<file path="src/rtl/gcn_result_streamer_if.sv">
// Valid/ready result stream between gcn_result_streamer and a host/DMA sink.
//   out_valid : beat valid (source)
//   out_ready : sink accepts beat (sink)
//   out_data  : {tag, idx, val} beat payload (source)
//   out_last  : final beat of a result packet (source)
interface gcn_result_streamer_if #(
  parameter int OUT_W = 7
);
  logic             out_valid;
  logic             out_ready;
  logic [OUT_W-1:0] out_data;
  logic             out_last;

  modport master (output out_valid, output out_data, output out_last, input out_ready);
  modport slave  (input out_valid, input out_data, input out_last, output out_ready);
endinterface

</file>
<file path="src/rtl/gcn_result_streamer.sv">
// Captures the GCN per-node class labels when done rises, streams them out one
// beat per node, then streams a per-class histogram of the labels sent.
// Ports:
//   clk, reset       clock, asynchronous active-high reset
//   done             GCN done level; a rising edge starts a capture
//   max_addi_answer  per-node labels from the GCN core
//   out_if           valid/ready stream (master side)
//   busy             capture held / packet in progress
//   overrun          sticky: done rose while a packet was in progress
//   err_label        sticky: a label >= NUM_CLASSES was streamed
module gcn_result_streamer #(
  parameter int FEATURE_ROWS      = 6,
  parameter int MAX_ADDRESS_WIDTH = 2,
  parameter int NUM_CLASSES       = 3,
  parameter int IDX_W             = $clog2(FEATURE_ROWS),
  parameter int VAL_W             = $clog2(FEATURE_ROWS + 1),
  parameter int OUT_W             = 1 + IDX_W + VAL_W
) (
  input  logic                         clk,
  input  logic                         reset,
  input  logic                         done,
  input  logic [MAX_ADDRESS_WIDTH-1:0] max_addi_answer [0:FEATURE_ROWS-1],
  gcn_result_streamer_if.master        out_if,
  output logic                         busy,
  output logic                         overrun,
  output logic                         err_label
);

  typedef enum logic [1:0] {IDLE, LABELS, HIST} state_t;

  localparam logic [IDX_W-1:0] LAST_ROW   = IDX_W'(FEATURE_ROWS - 1);
  localparam logic [IDX_W-1:0] LAST_CLASS = IDX_W'(NUM_CLASSES - 1);
  localparam int unsigned      NC_U       = NUM_CLASSES;

  state_t                       state;
  logic                         done_q;
  logic [IDX_W-1:0]             idx;
  logic [MAX_ADDRESS_WIDTH-1:0] labels   [0:FEATURE_ROWS-1];
  logic [VAL_W-1:0]             hist     [0:NUM_CLASSES-1];
  logic [VAL_W-1:0]             hist_upd [0:NUM_CLASSES-1];

  logic                         done_rise;
  logic                         accept;
  logic [MAX_ADDRESS_WIDTH-1:0] cur_label;
  logic                         label_ok;

  assign done_rise = done & ~done_q;
  assign accept    = out_if.out_valid & out_if.out_ready;
  assign cur_label = labels[idx];
  assign label_ok  = 32'(cur_label) < NC_U;

  // Histogram including the label beat accepted on this edge, so the first
  // HIST beat can be loaded with an up-to-date count.
  always_comb begin
    hist_upd = hist;
    if (state == LABELS && accept) begin
      for (int unsigned c = 0; c < NC_U; c++) begin
        if (32'(cur_label) == c) hist_upd[c] = hist[c] + VAL_W'(1);
      end
    end
  end

  always_ff @(posedge clk or posedge reset) begin
    if (reset) begin
      state            <= IDLE;
      done_q           <= 1'b0;
      idx              <= '0;
      labels           <= '{default: '0};
      hist             <= '{default: '0};
      out_if.out_valid <= 1'b0;
      out_if.out_data  <= '0;
      out_if.out_last  <= 1'b0;
      busy             <= 1'b0;
      overrun          <= 1'b0;
      err_label        <= 1'b0;
    end else begin
      done_q <= done;
      hist   <= hist_upd;
      if (done_rise && state != IDLE) overrun <= 1'b1;

      case (state)
        IDLE: begin
          if (done_rise) begin
            labels           <= max_addi_answer;
            hist             <= '{default: '0};
            idx              <= '0;
            state            <= LABELS;
            busy             <= 1'b1;
            out_if.out_valid <= 1'b1;
            out_if.out_last  <= 1'b0;
            out_if.out_data  <= {1'b0, IDX_W'(0), VAL_W'(max_addi_answer[0])};
          end
        end

        LABELS: begin
          if (accept) begin
            if (!label_ok) err_label <= 1'b1;
            if (idx == LAST_ROW) begin
              idx             <= '0;
              state           <= HIST;
              out_if.out_data <= {1'b1, IDX_W'(0), hist_upd[0]};
              out_if.out_last <= (NC_U == 1);
            end else begin
              idx             <= idx + 1'b1;
              out_if.out_data <= {1'b0, idx + 1'b1, VAL_W'(labels[idx + 1'b1])};
            end
          end
        end

        HIST: begin
          if (accept) begin
            if (idx == LAST_CLASS) begin
              idx              <= '0;
              state            <= IDLE;
              busy             <= 1'b0;
              out_if.out_valid <= 1'b0;
              out_if.out_last  <= 1'b0;
              out_if.out_data  <= '0;
            end else begin
              idx             <= idx + 1'b1;
              out_if.out_data <= {1'b1, idx + 1'b1, hist[idx + 1'b1]};
              out_if.out_last <= ((idx + 1'b1) == LAST_CLASS);
            end
          end
        end

        default: state <= IDLE;
      endcase
    end
  end

endmodule

</file>
<file path="src/flat_wrapper.sv">
// flat-port wrapper written by rule: the top's interface ports become plain ports
module gcn_result_streamer_flat 
#(
  parameter int FEATURE_ROWS      = 6,
  parameter int MAX_ADDRESS_WIDTH = 2,
  parameter int NUM_CLASSES       = 3,
  parameter int IDX_W             = $clog2(FEATURE_ROWS),
  parameter int VAL_W             = $clog2(FEATURE_ROWS + 1),
  parameter int OUT_W             = 1 + IDX_W + VAL_W
)
  (clk, reset, done, max_addi_answer, busy, overrun, err_label, out_if_out_valid, out_if_out_data, out_if_out_last, out_if_out_ready);
  gcn_result_streamer_if #(.OUT_W(OUT_W)) out_if_i ();
  input  logic clk;
  input  logic reset;
  input  logic done;
  input  logic [MAX_ADDRESS_WIDTH-1:0] max_addi_answer[0:FEATURE_ROWS-1];
  output logic busy;
  output logic overrun;
  output logic err_label;
  output wire logic [$bits(out_if_i.out_valid)-1:0] out_if_out_valid;
  output wire logic [$bits(out_if_i.out_data)-1:0] out_if_out_data;
  output wire logic [$bits(out_if_i.out_last)-1:0] out_if_out_last;
  input wire logic [$bits(out_if_i.out_ready)-1:0] out_if_out_ready;
  assign out_if_out_valid = out_if_i.out_valid;
  assign out_if_out_data = out_if_i.out_data;
  assign out_if_out_last = out_if_i.out_last;
  assign out_if_i.out_ready = out_if_out_ready;
  gcn_result_streamer #(.FEATURE_ROWS(FEATURE_ROWS), .MAX_ADDRESS_WIDTH(MAX_ADDRESS_WIDTH), .NUM_CLASSES(NUM_CLASSES), .IDX_W(IDX_W), .VAL_W(VAL_W), .OUT_W(OUT_W)) u_core (.clk(clk), .reset(reset), .done(done), .max_addi_answer(max_addi_answer), .out_if(out_if_i), .busy(busy), .overrun(overrun), .err_label(err_label));
endmodule
</file>
<file path="config.mk">
export PLATFORM = sky130hd
export DESIGN_NAME = gcn_result_streamer_flat
export DESIGN_NICKNAME = d
export VERILOG_FILES = /design/src/rtl/gcn_result_streamer_if.sv /design/src/rtl/gcn_result_streamer.sv /design/src/flat_wrapper.sv
export SDC_FILE = /design/constraint.sdc
export NUM_CORES = 1
export LEC_CHECK = 0
export ABC_AREA = 1
export CAP_MARGIN = 30
export CORE_MARGIN = 3
export CORE_UTILIZATION = 45
export DETAILED_ROUTE_END_ITERATION = 6
export PLACE_DENSITY = 0.67
export SYNTH_ARGS = -nofsm -noshare
export SYNTH_HDL_FRONTEND = slang
export SYNTH_SLANG_ARGS = --single-unit
</file>
<file path="constraint.sdc">
create_clock -name clk -period 2.15 [get_ports clk]
set_input_delay 0.645 -clock clk [delete_from_list [all_inputs] [get_ports clk]]
set_output_delay 0.645 -clock clk [all_outputs]
set_load 0.01 [all_outputs]
</file>
==> Word level (Yosys, flattened, before mapping) <==
Cells that the tools add are included.
Widths: inputs -> output; s select.
{ "totals": {"inputBits": 16, "output_inout_bits": 12, "register_bits": 38, "elab_cells": 99} }
{ "classes": {"addsub": 4, "bitwise_logic": 6, "n_reduce_logical": 13, "order_cmp": 4, "muxes": 43, "eq_ne": 12} }
{ "ops": {"columns": ["op", "n"], "rows": [
  ["$mux 7", 5],
  ["$mux 3", 10],
  ["$mux 9", 3],
  ["$pmux 7 s3", 1],
  ["$mux 2", 9],
  ["$add 3x1->3 const B", 4],
  ["$bmux 2 s3", 2],
  ["$reduce_and 5->1", 2],
  ["$pmux 3 s3", 1],
  ["$ge 4x4->1 const B", 2],
  ["$mux 1", 8],
  ["$ne 2x1->1 const B", 4],
  ["$not 3->4", 2],
  ["$reduce_and 4->1", 2],
  ["$bmux 3 s2", 1],
  ["$eq 3x2->1 const B", 2],
  ["$pmux 2 s3", 1],
  ["$eq 2x1->1 const B", 2],
  ["$eq 2x2->1 const B", 2],
  ["$ge 4x3->1 const B", 1],
  ["$logic_not 2->1", 2],
  ["$reduce_bool 2->1", 2],
  ["$eq 3x3->1 const B", 1],
  ["$pmux 1 s3", 1],
  ["other kinds (9)", 12]
]} }

==> Depth between registers and ports, before layout <==
{ "depth": {"ltp_word": 10, "depth_mapped": 15, "mapped_depth_nobuf": 14} }

==> Worst setup path after synthesis <==
No wires, ideal clock.
{ "synth_timing": {"path_kind": "reg-to-reg", "startpoint": "register u_core.idx[0]", "endpoint": "register u_core.out_if.out_data[0]", "path_stages_with_launch": 13, "n_path_buf": 1, "setup_slack_ns": 0.254, "setup_time_ns": 0.123, "synth_period_minus_slack_ns": 1.896, "required_ns": 2.027, "arrival_ns": 1.772, "path_cell_list": "dfrtp_1 > inv_2 > buf_6 > ha_1 > inv_1 > a21oi_1 > o21ai_0 > nand2_1 > a21oi_1 > nand2_1 > nand2_1 > a21oi_1 > o21ai_1"} }
{ "synth_via": {"elab_chain_cells": 10, "word_cells_on_any_way": 22, "classes_between": "add/sub (1); eq/ne (2); mux (16); bitwise (2); reduce/logical (1)"} }
{ "synth_rtl": {"columns": ["element", "line_no", "source"], "rows": [
  ["start: declaration", "gcn_result_streamer.sv:37", "logic [IDX_W-1:0] idx;"],
  ["start signal: assignment", "gcn_result_streamer.sv:104", "idx <= idx + 1'b1;"],
  ["start signal: assignment", "gcn_result_streamer.sv:120", "idx <= idx + 1'b1;"],
  ["branches (longest 9 deep; another with $add 3x1->3)", null, null],
  ["$pmux 7 s3 *", "gcn_result_streamer.sv:81", "case (state)"],
  ["end signal: assignment", "gcn_result_streamer.sv:91", "out_if.out_data <= {1'b0, IDX_W'(0), VAL_W'(max_addi_answer[0])};"],
  ["end signal: assignment", "gcn_result_streamer.sv:101", "out_if.out_data <= {1'b1, IDX_W'(0), hist_upd[0]};"],
  ["end signal: assignment", "gcn_result_streamer.sv:105", "out_if.out_data <= {1'b0, idx + 1'b1, VAL_W'(labels[idx + 1'b1])};"],
  ["end: declaration", "gcn_result_streamer_if.sv:14", "modport master (output out_valid, output out_data, output out_last, input out_ready);"]
]} }
Every way passes the cells marked *. The select of a mux whose other input is x is not followed.
A chain may end at the register's enable or synchronous reset.

==> summary.md <==
| Metric | Value |
|---|---|
| Worst-Margin Slew | `0.446 ns` |
| Ys Warns | `0` |
| Setup violators final | `0` |
| Share of flip-flops with an asynchronous set or reset | `1.00` |
| Synth Flop Type | `dfrtp_1` |
| Most instantiated library cell after synthesis | `nand2_1` |
| Setup crit start | `u_core.idx[0]$_DFFE_PP0P_` |
| CTS max path bufs | `2` |
| Largest net degree at the start of global routing | `36` |
| Number of flops mapped to enable cells by yosys | `0` |
| Max VDD drop | `0.421 mV` |
| Post-Synth Simple-Gate Area | `0.251` |
| Crit Reg-Reg Startpoint | `u_core.idx[0]$_DFFE_PP0P_` |
| Per-cell routed wire length | `12.6 microns` |
| WP data arrival | `~1.5 ns` |
| Post-synth top cells | `nand2_1, dfrtp_1, inv_1, o21ai_0, nor2_1` |
| Largest area contributor in the netlist | `dfrtp_1` |
| Dpl ws | `-0.0746 ns` |
| Worst-Skew Late Latency | `0.29 ns` |
| Critical Path End Type | `output pin` |
| Hold Crit Depth | `1` |
| Reg clk slew, reported paths | `roughly 0.070 ns` |
| Layout Cells excl Fill | `~360` |
| Pwr/cell area | `approximately 1200 nW/um^2` |
| CTS tree | `built` |
| Clock root buffer | `clkbuf_8` |
| Top Ports | `28` |
| DR pass1 iterations | `4` |
| Initial antenna violation count | `0` |
| Top cells by area, synth | `dfrtp_1, nand2_1, ha_1, o21ai_0, inv_1` |
| Post-Synthesis Cell Area | `2070 sq um` |
| Slew headroom | `0.702` |
| Die Ht | `roughly 74 microns` |
| Maxcap violations | `0` |
| Top-area cell type share of the netlist area | `0.424` |
| Post-Syn Nets | `291` |
| Max Slew Vio Count | `0` |
| Post-Syn Instances | `263` |
| Post-route clock skew | `0.00605 ns` |
| HP Start | `u_core.err_label$_DFFE_PP0P_` |
| Hpwl dp | `3460 microns` |
| CP cell instances | `buf_4, clkdlybuf4s50_1` |
| Largest family of logic cells by synthesized area | `simple AND/OR/NAND/NOR gates` |
| Vias | `1772` |
| Share of the yosys chip area belonging to registers | `0.424` |
| Crit path launch type | `flip-flop` |
| Post-Synth Adder-Cell Area | `0.0727` |
| Final Hold Vio Count | `0` |
| Pleak | `between 1 and 1.5 nW` |
| Status | `complete, no violations` |
| TritonCTS Buffers | `5` |
| Netlist cell types | `30` |
| Complex-gate fraction of the synthesized area | `0.157` |
| Total grt overflow | `0` |
| Worst path slowest cell | `clkdlybuf4s50_1` |
| Die W | `73.8 microns` |
| Max incr delay on CP | `between 0.5 and 0.6 ns` |
| TNS Setup | `0 ns` |
| Worst Hold Class | `flip-flop to flip-flop` |
| First-pass GRT wire length | `7670 microns` |
| Crit Path Category | `flip-flop to output pin` |
| Routed WL | `4540 microns` |
| Placed cells | `about 350` |
| Row cnt | `24` |
| Synth Register Bits | `35` |
| Final Critical Period | `2.10 ns` |
| Fmax | `between 400 and 500 MHz` |
| FF-to-FF path depth | `10` |
| Worst Path Max Fanout | `10` |
| Final net count | `336` |
| Worst setup margin | `0.0452 ns` |
| Port bufs | `27` |
| Initial core utilization | `0.471` |
| GRT Total Usage | `0.186` |
| Area Growth Syn to Fin | `24.2%` |
| Die area | `5440 sq um` |
| Post-route ant nets | `0` |
| DR DRC count | `0` |
| Post-synthesis xor/xnor area fraction | `0.0127` |
| Ant diodes | `0` |
| GP Congestion | `between 0.8 and 0.9` |
| Mean instance size in the synthesized netlist | `between 7 and 8 sq um` |
| RSZ-0062 raised after global routing | `false` |
| H-Tree Depth | `2` |
| Via density | `4.94` |
| Core ar. | `about 4400 sq um` |
| # clock sinks | `35` |
| Period utilisation layout | `0.979` |
| Post-layout util | `0.585` |
| Layout cell share with drive strength beyond 1 | `0.134` |
| WP data required | `1.50 ns` |
| Vias in the first global route | `1700` |
| Post-synthesis mux area share | `0` |
| Drt initial violations | `80` |
critical path, delay by kind of cell (launching register included):
family,cells,cell delay [ns]
buffers and inverters,2,0.69
DFF,1,0.48
registers in the layout, summed over array words and instances (netlist names), 2 cells and up:
signal and count:
u_core.hist 9, u_core.idx 2, u_core.labels 12, u_core.out_if.out_data 5, u_core.state 2
cell families after synthesis:
logic type,after synthesis
and+or+nand+nor,112
adders and majority gates,12
AOI/OAI and AO/OA,60
DFF,35
buffers and inverters,41
xor gates and xnor gates,3
where the power goes:
group	internal [W]	total (W)	leakage, nW	switching (W)
Combinational	0.000679	0.00161	0.760	0.000933
Clock	0.000216	0.000443	0.0371	0.000227
Sequential	0.000892	0.00105	0.445	0.000158
Total	0.00179	0.00310	1.24	0.00132
metrics by stage:
step / area (sq um) / hold WS [ns] / total power (W)
6_report: 2570 / 0.476 / 0.00310
2_1_floorplan: 2070 / 0.456 / 0.00212
3_3_place_gp: 2490 / 0.464 / 0.00264
5_1_grt: 2570 / 0.521 / 0.00341
4_1_cts: 2570 / 0.477 / 0.00313
3_5_place_dp: 2490 / 0.462 / 0.00267
final timing paths:
check                                                         to  slack (ns)
max                                           out_if_out_data[3]        0.05
min in group asynchronous           u_core.err_label$_DFFE_PP0P_        0.75
max reg2reg                u_core.out_if.out_data[0]$_DFFE_PP0P_        0.22
max in group asynchronous              u_core.idx[0]$_DFFE_PP0P_        1.06
min reg2reg                         u_core.err_label$_DFFE_PP0P_        0.48
min                                 u_core.err_label$_DFFE_PP0P_        0.48
cell type report:
class                      instances  area, sq um
fill                             424         1820
multi-input combinational        187         1020
tap                               52         65.1
sequential                        35          877
timing repair buffer              45          405
inverter                          34          128
clock buffer                       6         72.6
per-layer routing:
metal  GRT usage  vias to the layer above  part of all wire
li1            -                      926                 -
met1       0.250                      809              0.50
met2       0.281                       28              0.44
met3      0.0451                        9             0.031
met4      0.0865                        0             0.024
met5           0                        -                 0
layout by cell type, fill, tap and decap left out, types with 2 or more instances in the layout:
cell / n
a21oi_1: 17
o21ai_1: 5
nor2_4: 3
clkdlybuf4s50_1: 27
clkbuf_8: 5
ha_1: 12
xnor2_1: 2
buf_4: 18
nand3_1: 11
inv_2: 2
o21bai_1: 2
inv_1: 32
o22ai_1: 2
nand2_2: 5
nand2_4: 3
dfrtp_1: 34
nand2_1: 63
o21ai_0: 30
nor2_1: 22
what timing repair did:
item	in CTS	in global routing
buffers inserted	0	0
resized for setup	1	0
endpoints found under the setup margin	1	0
hold buffers	0	0
(Power assumes the default switching activity.)
